==> src/rtl/counter_bank.sv <==
// Bank of independent up/down counters with per-channel bounds, wrap or
// saturate behaviour, parallel load and same-cycle ripple chaining.
module counter_bank #(
  parameter int NUM_CH      = 4,
  parameter int COUNT_WIDTH = 8,
  parameter int STEP_WIDTH  = 4
) (
  input  logic                          clk_i,
  input  logic                          rst_i,
  input  logic [NUM_CH*COUNT_WIDTH-1:0] default_i,
  input  logic [NUM_CH*COUNT_WIDTH-1:0] min_count_i,
  input  logic [NUM_CH*COUNT_WIDTH-1:0] max_count_i,
  input  logic [NUM_CH-1:0]             sat_mode_i,
  input  logic [NUM_CH-1:0]             chain_i,
  input  logic [STEP_WIDTH-1:0]         step_i,
  input  logic [NUM_CH-1:0]             clear_i,
  input  logic [NUM_CH-1:0]             load_i,
  input  logic [NUM_CH*COUNT_WIDTH-1:0] load_val_i,
  input  logic [NUM_CH-1:0]             inc_i,
  input  logic [NUM_CH-1:0]             dec_i,
  output logic [NUM_CH*COUNT_WIDTH-1:0] count_o,
  output logic [NUM_CH-1:0]             at_max_o,
  output logic [NUM_CH-1:0]             at_min_o,
  output logic [NUM_CH-1:0]             wrap_up_o,
  output logic [NUM_CH-1:0]             wrap_dn_o,
  output logic [NUM_CH-1:0]             sat_hit_o
);

  // Two guard bits keep overflow and negative intermediates exact.
  localparam int AW = ((COUNT_WIDTH > STEP_WIDTH) ? COUNT_WIDTH : STEP_WIDTH) + 2;
  localparam int TW = NUM_CH * COUNT_WIDTH;
  localparam logic signed [AW-1:0] ONE = {{(AW-1){1'b0}}, 1'b1};

  logic [TW-1:0]     count_q, count_d;
  logic [NUM_CH-1:0] wrap_up_q, wrap_up_d;
  logic [NUM_CH-1:0] wrap_dn_q, wrap_dn_d;
  logic [NUM_CH-1:0] sat_hit_q, sat_hit_d;

  function automatic logic signed [AW-1:0] widen(input logic [COUNT_WIDTH-1:0] v);
    widen = $signed({{(AW-COUNT_WIDTH){1'b0}}, v});
  endfunction

  // Next-state for every channel; carry_v ripples low-to-high in one cycle.
  always_comb begin
    logic signed [AW-1:0] cnt_v, mn_v, mx_v, stp_v, res_v, wr_v;
    logic                 up_v, dn_v, carry_v;
    count_d   = count_q;
    wrap_up_d = {NUM_CH{1'b0}};
    wrap_dn_d = {NUM_CH{1'b0}};
    sat_hit_d = {NUM_CH{1'b0}};
    carry_v   = 1'b0;
    cnt_v     = {AW{1'b0}};
    mn_v      = {AW{1'b0}};
    mx_v      = {AW{1'b0}};
    stp_v     = {AW{1'b0}};
    res_v     = {AW{1'b0}};
    wr_v      = {AW{1'b0}};
    up_v      = 1'b0;
    dn_v      = 1'b0;
    for (int i = 0; i < NUM_CH; i++) begin
      cnt_v = widen(count_q[i*COUNT_WIDTH +: COUNT_WIDTH]);
      mn_v  = widen(min_count_i[i*COUNT_WIDTH +: COUNT_WIDTH]);
      mx_v  = widen(max_count_i[i*COUNT_WIDTH +: COUNT_WIDTH]);
      if ((i > 0) && chain_i[i]) begin
        up_v  = carry_v;
        dn_v  = 1'b0;
        stp_v = ONE;
      end else begin
        up_v  = inc_i[i] & ~dec_i[i] & (step_i != {STEP_WIDTH{1'b0}});
        dn_v  = dec_i[i] & ~inc_i[i] & (step_i != {STEP_WIDTH{1'b0}});
        stp_v = $signed({{(AW-STEP_WIDTH){1'b0}}, step_i});
      end
      carry_v = 1'b0;
      res_v   = cnt_v;
      wr_v    = cnt_v;
      if (clear_i[i]) begin
        count_d[i*COUNT_WIDTH +: COUNT_WIDTH] = default_i[i*COUNT_WIDTH +: COUNT_WIDTH];
      end else if (load_i[i]) begin
        count_d[i*COUNT_WIDTH +: COUNT_WIDTH] = load_val_i[i*COUNT_WIDTH +: COUNT_WIDTH];
      end else if (up_v) begin
        res_v = cnt_v + stp_v;
        if (res_v <= mx_v) begin
          count_d[i*COUNT_WIDTH +: COUNT_WIDTH] = res_v[COUNT_WIDTH-1:0];
        end else if (sat_mode_i[i]) begin
          count_d[i*COUNT_WIDTH +: COUNT_WIDTH] = mx_v[COUNT_WIDTH-1:0];
          sat_hit_d[i] = 1'b1;
        end else begin
          // A step larger than the span lands on MIN rather than past MAX.
          wr_v = mn_v + (res_v - mx_v - ONE);
          if (wr_v > mx_v) begin
            count_d[i*COUNT_WIDTH +: COUNT_WIDTH] = mn_v[COUNT_WIDTH-1:0];
          end else begin
            count_d[i*COUNT_WIDTH +: COUNT_WIDTH] = wr_v[COUNT_WIDTH-1:0];
          end
          wrap_up_d[i] = 1'b1;
          carry_v      = 1'b1;
        end
      end else if (dn_v) begin
        res_v = cnt_v - stp_v;
        if (res_v >= mn_v) begin
          count_d[i*COUNT_WIDTH +: COUNT_WIDTH] = res_v[COUNT_WIDTH-1:0];
        end else if (sat_mode_i[i]) begin
          count_d[i*COUNT_WIDTH +: COUNT_WIDTH] = mn_v[COUNT_WIDTH-1:0];
          sat_hit_d[i] = 1'b1;
        end else begin
          wr_v = mx_v - (mn_v - res_v - ONE);
          if (wr_v < mn_v) begin
            count_d[i*COUNT_WIDTH +: COUNT_WIDTH] = mx_v[COUNT_WIDTH-1:0];
          end else begin
            count_d[i*COUNT_WIDTH +: COUNT_WIDTH] = wr_v[COUNT_WIDTH-1:0];
          end
          wrap_dn_d[i] = 1'b1;
        end
      end else begin
        count_d[i*COUNT_WIDTH +: COUNT_WIDTH] = count_q[i*COUNT_WIDTH +: COUNT_WIDTH];
      end
    end
  end

  // Count and event-pulse registers.
  always_ff @(posedge clk_i) begin
    if (rst_i) begin
      count_q   <= default_i;
      wrap_up_q <= {NUM_CH{1'b0}};
      wrap_dn_q <= {NUM_CH{1'b0}};
      sat_hit_q <= {NUM_CH{1'b0}};
    end else begin
      count_q   <= count_d;
      wrap_up_q <= wrap_up_d;
      wrap_dn_q <= wrap_dn_d;
      sat_hit_q <= sat_hit_d;
    end
  end

  // Bound flags follow the registered count combinationally.
  always_comb begin
    at_max_o = {NUM_CH{1'b0}};
    at_min_o = {NUM_CH{1'b0}};
    for (int i = 0; i < NUM_CH; i++) begin
      at_max_o[i] = (count_q[i*COUNT_WIDTH +: COUNT_WIDTH] == max_count_i[i*COUNT_WIDTH +: COUNT_WIDTH]);
      at_min_o[i] = (count_q[i*COUNT_WIDTH +: COUNT_WIDTH] == min_count_i[i*COUNT_WIDTH +: COUNT_WIDTH]);
    end
  end

  assign count_o   = count_q;
  assign wrap_up_o = wrap_up_q;
  assign wrap_dn_o = wrap_dn_q;
  assign sat_hit_o = sat_hit_q;

endmodule
==> config.mk <==
export PLATFORM = sky130hd
export DESIGN_NAME = counter_bank
export DESIGN_NICKNAME = d
export VERILOG_FILES = /design/src/rtl/counter_bank.sv
export SDC_FILE = /design/constraint.sdc
export NUM_CORES = 1
export LEC_CHECK = 0
export ABC_AREA = 1
export CAP_MARGIN = 20
export CORE_MARGIN = 2
export CORE_UTILIZATION = 40
export DETAILED_ROUTE_END_ITERATION = 12
export DONT_BUFFER_PORTS = 1
export HOLD_SLACK_MARGIN = 0.08
export SLEW_MARGIN = 5
export SYNTH_ARGS = -nofsm -noshare
export SYNTH_HDL_FRONTEND = slang
export SYNTH_SLANG_ARGS = --single-unit
==> constraint.sdc <==
create_clock -name clk_i -period 14.7 [get_ports clk_i]
set_input_delay 0 -clock clk_i [delete_from_list [all_inputs] [get_ports clk_i]]
set_output_delay 0 -clock clk_i [all_outputs]
set_load 0.02 [all_outputs]
==> results of run 1 <==
## logic make-up after synthesis
family / after synthesis / synth area share
buf+inv: 456 / 0.1182
compound gates: 377 / 0.1413
xor+xnor: 129 / 0.07717
fa+ha+maj: 309 / 0.2991
flops: 44 / 0.08096
simple gates: 931 / 0.2833
## synthesized netlist by cell type, types with 7 or more instances
cell and number:
a21boi_0 7, a21oi_1 219, buf_2 13, clkbuf_1 27, dfxtp_1 12, edfxtp_1 32, fa_1 76, ha_1 233
inv_1 389, inv_2 19, nand2_1 444, nand3_1 193, nand3b_1 7, nand4_1 65, nor2_1 146, nor3_1 23
nor4_1 14, o211ai_1 15, o21ai_0 61, o21ai_1 22, o21bai_1 12, xnor2_1 37, xor2_1 90
## layout make-up
cell class / count / area (sq um)
Antenna cell: 1 / 2.502
Clock buffer: 6 / 138.9
Clock inverter: 2 / 38.79
Fill cell: 3869 / 20330
Inverter: 412 / 1546
Multi-Input combinational cell: 1746 / 11890
Sequential cell: 44 / 1201
Tap cell: 468 / 585.6
Timing Repair Buffer: 89 / 878.3
## path summary, 6_finish.rpt
path	from	to	slack (ps)	cells past startpoint
hold reg to reg	count_o[7]	wrap_dn_o[0]	1200	4
setup reg to reg	count_o[24]	count_o[26]	8080	29
hold / removal	chain_i[1]	sat_hit_o[1]	130	4
setup / recovery	count_o[24]	count_o[26]	8080	29
## power by group
part | internal (mW) | switching, mW | total [mW]
combinational | 0.707 | 1.18 | 1.88
clock | 0.0857 | 0.0659 | 0.152
sequential | 0.148 | 0.0515 | 0.199
## sequential cells by signal, summed over array words and instances (netlist names)
signal	flops
count_o	32
sat_hit_o	4
wrap_dn_o	4
wrap_up_o	4
## routing by layer
metal / vias up / GRT usage
met5: - / 0
met4: 0 / 0.1033
met3: 130 / 0.05065
met2: 647 / 0.4607
met1: 7104 / 0.3614
li1: 7499 / -
## through the flow
step           utilization  setup slack (ps)  instances  hold slack (ps)
3_3_place_gp        0.4166              8727       2674            81.20
4_1_cts             0.4444              8202       2766            108.0
5_1_grt             0.4446              7588       2767            134.0
2_1_floorplan            -              9758       2246            182.7
3_5_place_dp        0.4166              8727       2674            85.09
6_report            0.4447              8078       2768            129.0
## critical path, delay by kind of cell (launching register included)
kind / cells / cell delay (ps)
DFF: 1 / 580
AOI/OAI and AO/OA: 6 / 850
buffers and inverters: 4 / 840
adders and majority gates: 5 / 1740
xor gates and xnor gates: 2 / 700
and+or+nand+nor: 12 / 1770
==> impl_metrics.yaml, run 1 <==
critical_path:
  required_ps: 14900
  crit_type: "register to register"
  cp_max_fo: 9
  worst_path_largest_cell_delay_ps: 580
  cp-start-kind: "register"
  cp_common_cell: "nand2_1"
  crit_path_end_kind: "register"
  critPathSlowestCell: "edfxtp_1"
  critPathArrivalTime_ps: 6820
drt:
  routed-via-count: 15380
  routedWlPerCell_um: 19.50
  dr.max_layer_used: "met4"
  wl_um: 53960
  drcViolationCount: 0
  viasPerCell: 5.556
  met1_length_um: 23150
  dr.pass1.iters: 5
  postRouteAntennaNets: 0
  wl_met3_um: 4277
  wl_met2_um: 24330
  drtIter0Drc: 1139
final_layout:
  drive_gt1_frac: 0.03132
  mostFrequentLayoutCell: "nand2_1"
  area_delta_synth_final_pct: 9.741
  nets: 2765
  fin_area_sq_um: 16280
  final_cell_mix: "nand2_1 (444), inv_1 (389), ha_1 (233), a21oi_1 (219), nand3_1 (193)"
grt:
  grtUsageTotal: 0.2781
  grt.overflow.total: 0
  grt_pass1_wl_um: 82900
  grt_max_degree: 23
  antenna_found_initial: 2
  first_global_vias: 14850
synthesis:
  synth_largest_area_cell: "ha_1"
  mappedNetlistArea_sq_um: 14840
  synth_cell_types: 56
  synth_area_leaders: "ha_1 (20%), nand2_1 (11%), fa_1 (10%)"
  netlist_instances: 2246
  netlist.area_leader.share: 0.1965
  synth.avg_cell_area_sq_um: 6.605
  synth_ff_type: "edfxtp_1"
  yosysSeqAreaShare: 0.08096
  synth_seq_cells: 44
  synth_edf_count: 32
  synth_nets: 2713
  ys_warn_count: 0
  ys_async_sr_fraction: 0
clock_tree:
  htreeDepth: 2
  postCtsSetupBuffers: 0
  cts.sinks: 44
  cts_root_buf: "clkbuf_16"
  clock_latency_ps: 330
  cts_hold_buffers: 84
  cts_resized: 0
  path_clk_slew_ps: 80
  cts_tree: "yes"
  cts.path.max_buffers: 2
  cts_made_buffers: 5
power_and_ir_drop:
  power_density_nw_per_um2: 137.2
  power.total_mw: 2.233
  ir_drop_mv: 0.07953
  p_leak_nw: 8.366
timing:
  slew_headroom: 0.2590
  rsz0062_at_grt: "false"
  worst_pin_slew_ps: 1101
  slew_violations: 0
  clock_skew_ps: 16.94
  fmax_mhz: 151.0
  tns_ps: 0
  hold_viol: 0
  fin_crit_ps: 6622
  min_period_over_period: 0.4505
  finalSetupViolCount: 0
placement:
  place_area_sq_um: 15250
  place_congestion: 0.9651
  hpwl_um: 44270
  portBuffers: 0
job:
  drv_cap: 0
floorplanning:
  die-width_um: 196.6
  num_io_pins: 210
  num_rows: 70
  core_area_sq_um: 36610
  die_area_sq_um: 38650
  die_h_um: 196.6
  start_util: 0.4052
status:
  status: "finished, final reports clean"
hold_path:
  hp-class: "input port to register"
Power figures use the tool's default switching activity.
==> run 2, diff against run 1 <==
clock period = 5.85 ns   (was 14.7 ns; I/O delays follow)
==> run 2 against run 1 <==
Clock power up 130%; clock skew down 5.5 ps; maximum frequency up 19%; cell count up 1.7%; register-to-register slack worse by 7800 ps; die area unchanged; count of clock-buffer cells in the layout down 1; first-iteration DRC count up 3.7%; design area up 2.8%; critical endpoint is now count_o[10]; flip-flop and latch count unchanged; setup slack worse by 7800 ps; largest power group unchanged.
==> impl_metrics.yaml, run 2 (synthesis gave the netlist of run 1 again) <==
job:
  drv_cap: 0
clock_tree:
  cts_made_buffers: 5
  cts.path.max_buffers: 2
  cts_tree: "yes"
  clock_latency_ps: 320
  cts.sinks: 44
  cts_root_buf: "clkbuf_16"
  htreeDepth: 2
  path_clk_slew_ps: 80
critical_path:
  critPathArrivalTime_ps: 5660
  r2r_start: "count_o[9]"
  cp-start-kind: "register"
  r2r_slack_ps: 270
  crit_start: "count_o[9]"
  crit_path_end_kind: "register"
  crit_type: "register to register"
  timing.critical_path.buf_inv: 7
  critPathSlowestCell: "fa_2"
  reg2reg_to: "count_o[10]"
  required_ps: 5920
  path_delay_family: "adder cells"
  cp_max_fo: 13
  cp_common_cell: "nand2_1"
  worst_path_largest_cell_delay_ps: 570
  reg2reg_depth: 27
timing:
  clock_skew_ps: 11.43
  finalSetupViolCount: 0
  setup_slack_ps: 265.6
  slew_violations: 0
  fin_crit_ps: 5584
  rsz0062_at_grt: "true"
  tns_ps: 0
  worst_pin_slew_ps: 1061
  fmax_mhz: 179.1
  slew_headroom: 0.2864
  min_period_over_period: 0.9546
  hold_viol: 0
final_layout:
  mostFrequentLayoutCell: "nand2_1"
  final_cells: 2814
  nets: 2810
  area_delta_synth_final_pct: 12.79
  n_fill_cell: 3843
  fin_area_sq_um: 16730
  seqCellArea_sq_um: 1201
  multi_input_area_sq_um: 12000
  final_cell_mix: "nand2_1 (441), inv_1 (389), ha_1 (230), a21oi_1 (214), nand3_1 (193)"
  largest_reg_flops: 32
  drive_gt1_frac: 0.05845
drt:
  drcViolationCount: 0
  dr.pass1.iters: 6
  postRouteAntennaNets: 0
  viasPerCell: 5.563
  routedWlPerCell_um: 19.66
  drtIter0Drc: 1181
  wl_um: 55330
  routed-via-count: 15650
floorplanning:
  die_h_um: 196.6
  core_area_sq_um: 36610
  die-width_um: 196.6
  die_area_sq_um: 38650
  num_io_pins: 210
  num_rows: 70
  start_util: 0.4052
placement:
  place_area_sq_um: 15450
  placed_cells: 2701
  place_congestion: 0.9683
  dp_slack_ps: 338.3
  portBuffers: 0
  hpwl_um: 44960
grt:
  grt_pass1_wl_um: 84640
  first_global_vias: 15240
  grtUsageTotal: 0.2822
  grt.overflow.total: 0
  grt_max_degree: 23
  antenna_found_initial: 1
hold_path:
  hp-class: "input port to register"
  hold_depth: 4
  min_from: "load_val_i[29]"
  whs_endpoint: "count_o[29]"
power_and_ir_drop:
  ir_drop_mv: 0.1696
  power_density_nw_per_um2: 346.9
  p_leak_nw: 8.592
status:
  status: "finished, final reports clean"
-- run 2: how the worst max path moves through the flow --
stage,end,slack [ps],cells past startpoint
detailed placement,count_o[23],340,28
CTS,count_o[10],6,31
floorplan,count_o[11],910,30
global placement,count_o[23],410,28
finish,count_o[10],270,27
global route,count_o[10],-100,30
-- run 2: layout make-up --
class | instances | area share
well taps | 468 | 0.03499
clock inverters | 3 | 0.002542
flip-flops and latches | 44 | 0.07178
multi-input cells | 1746 | 0.7173
repair buffers | 134 | 0.07320
diodes | 2 | 0.0002991
inverters | 412 | 0.09242
clock buffers | 5 | 0.007477
-- run 2: timing repair --
item / in CTS / in global routing
endpoints found under the setup margin: 0 / 21
resized for setup: 0 / 28
hold buffers: 86 / 0
hold endpoints to repair: 44 / 0
setup buffers: 0 / 16
-- run 2: worst min-delay path: stages --
cell	delay, ps
nand2_1	50
nand2_1	50
inv_1	60
a21oi_1	100
-- run 2: report_power, final --
| group | leakage, nW | total [mW] | switching [mW] | internal (mW) |
|---|---|---|---|---|
| registers | 0.426 | 0.452 | 0.0813 | 0.370 |
| clock network | 0.0814 | 0.357 | 0.155 | 0.202 |
| logic | 8.08 | 5.00 | 3.06 | 1.93 |
| total | 8.59 | 5.80 | 3.30 | 2.50 |
-- run 2: per-layer routing --
| layer | global-route usage | vias up | routed length, um |
|---|---|---|---|
| li1 | - | 7595 | - |
| met1 | 0.3649 | 7294 | 23480 |
| met2 | 0.4719 | 661 | 25280 |
| met3 | 0.04791 | 104 | 4465 |
| met4 | 0.1061 | 0 | 2106 |
| met5 | 0 | - | 0 |
-- run 2: per-stage QoR --
step                      total power, mW  hold WS [ps]    util
after floorplan                     4.066         182.7       -
after global placement              5.069         77.10  0.4221
after detailed placement            5.184         83.02  0.4221
after CTS                           5.631         80.12  0.4502
after global routing                6.512         105.8  0.4570
final                               5.804         111.9  0.4571
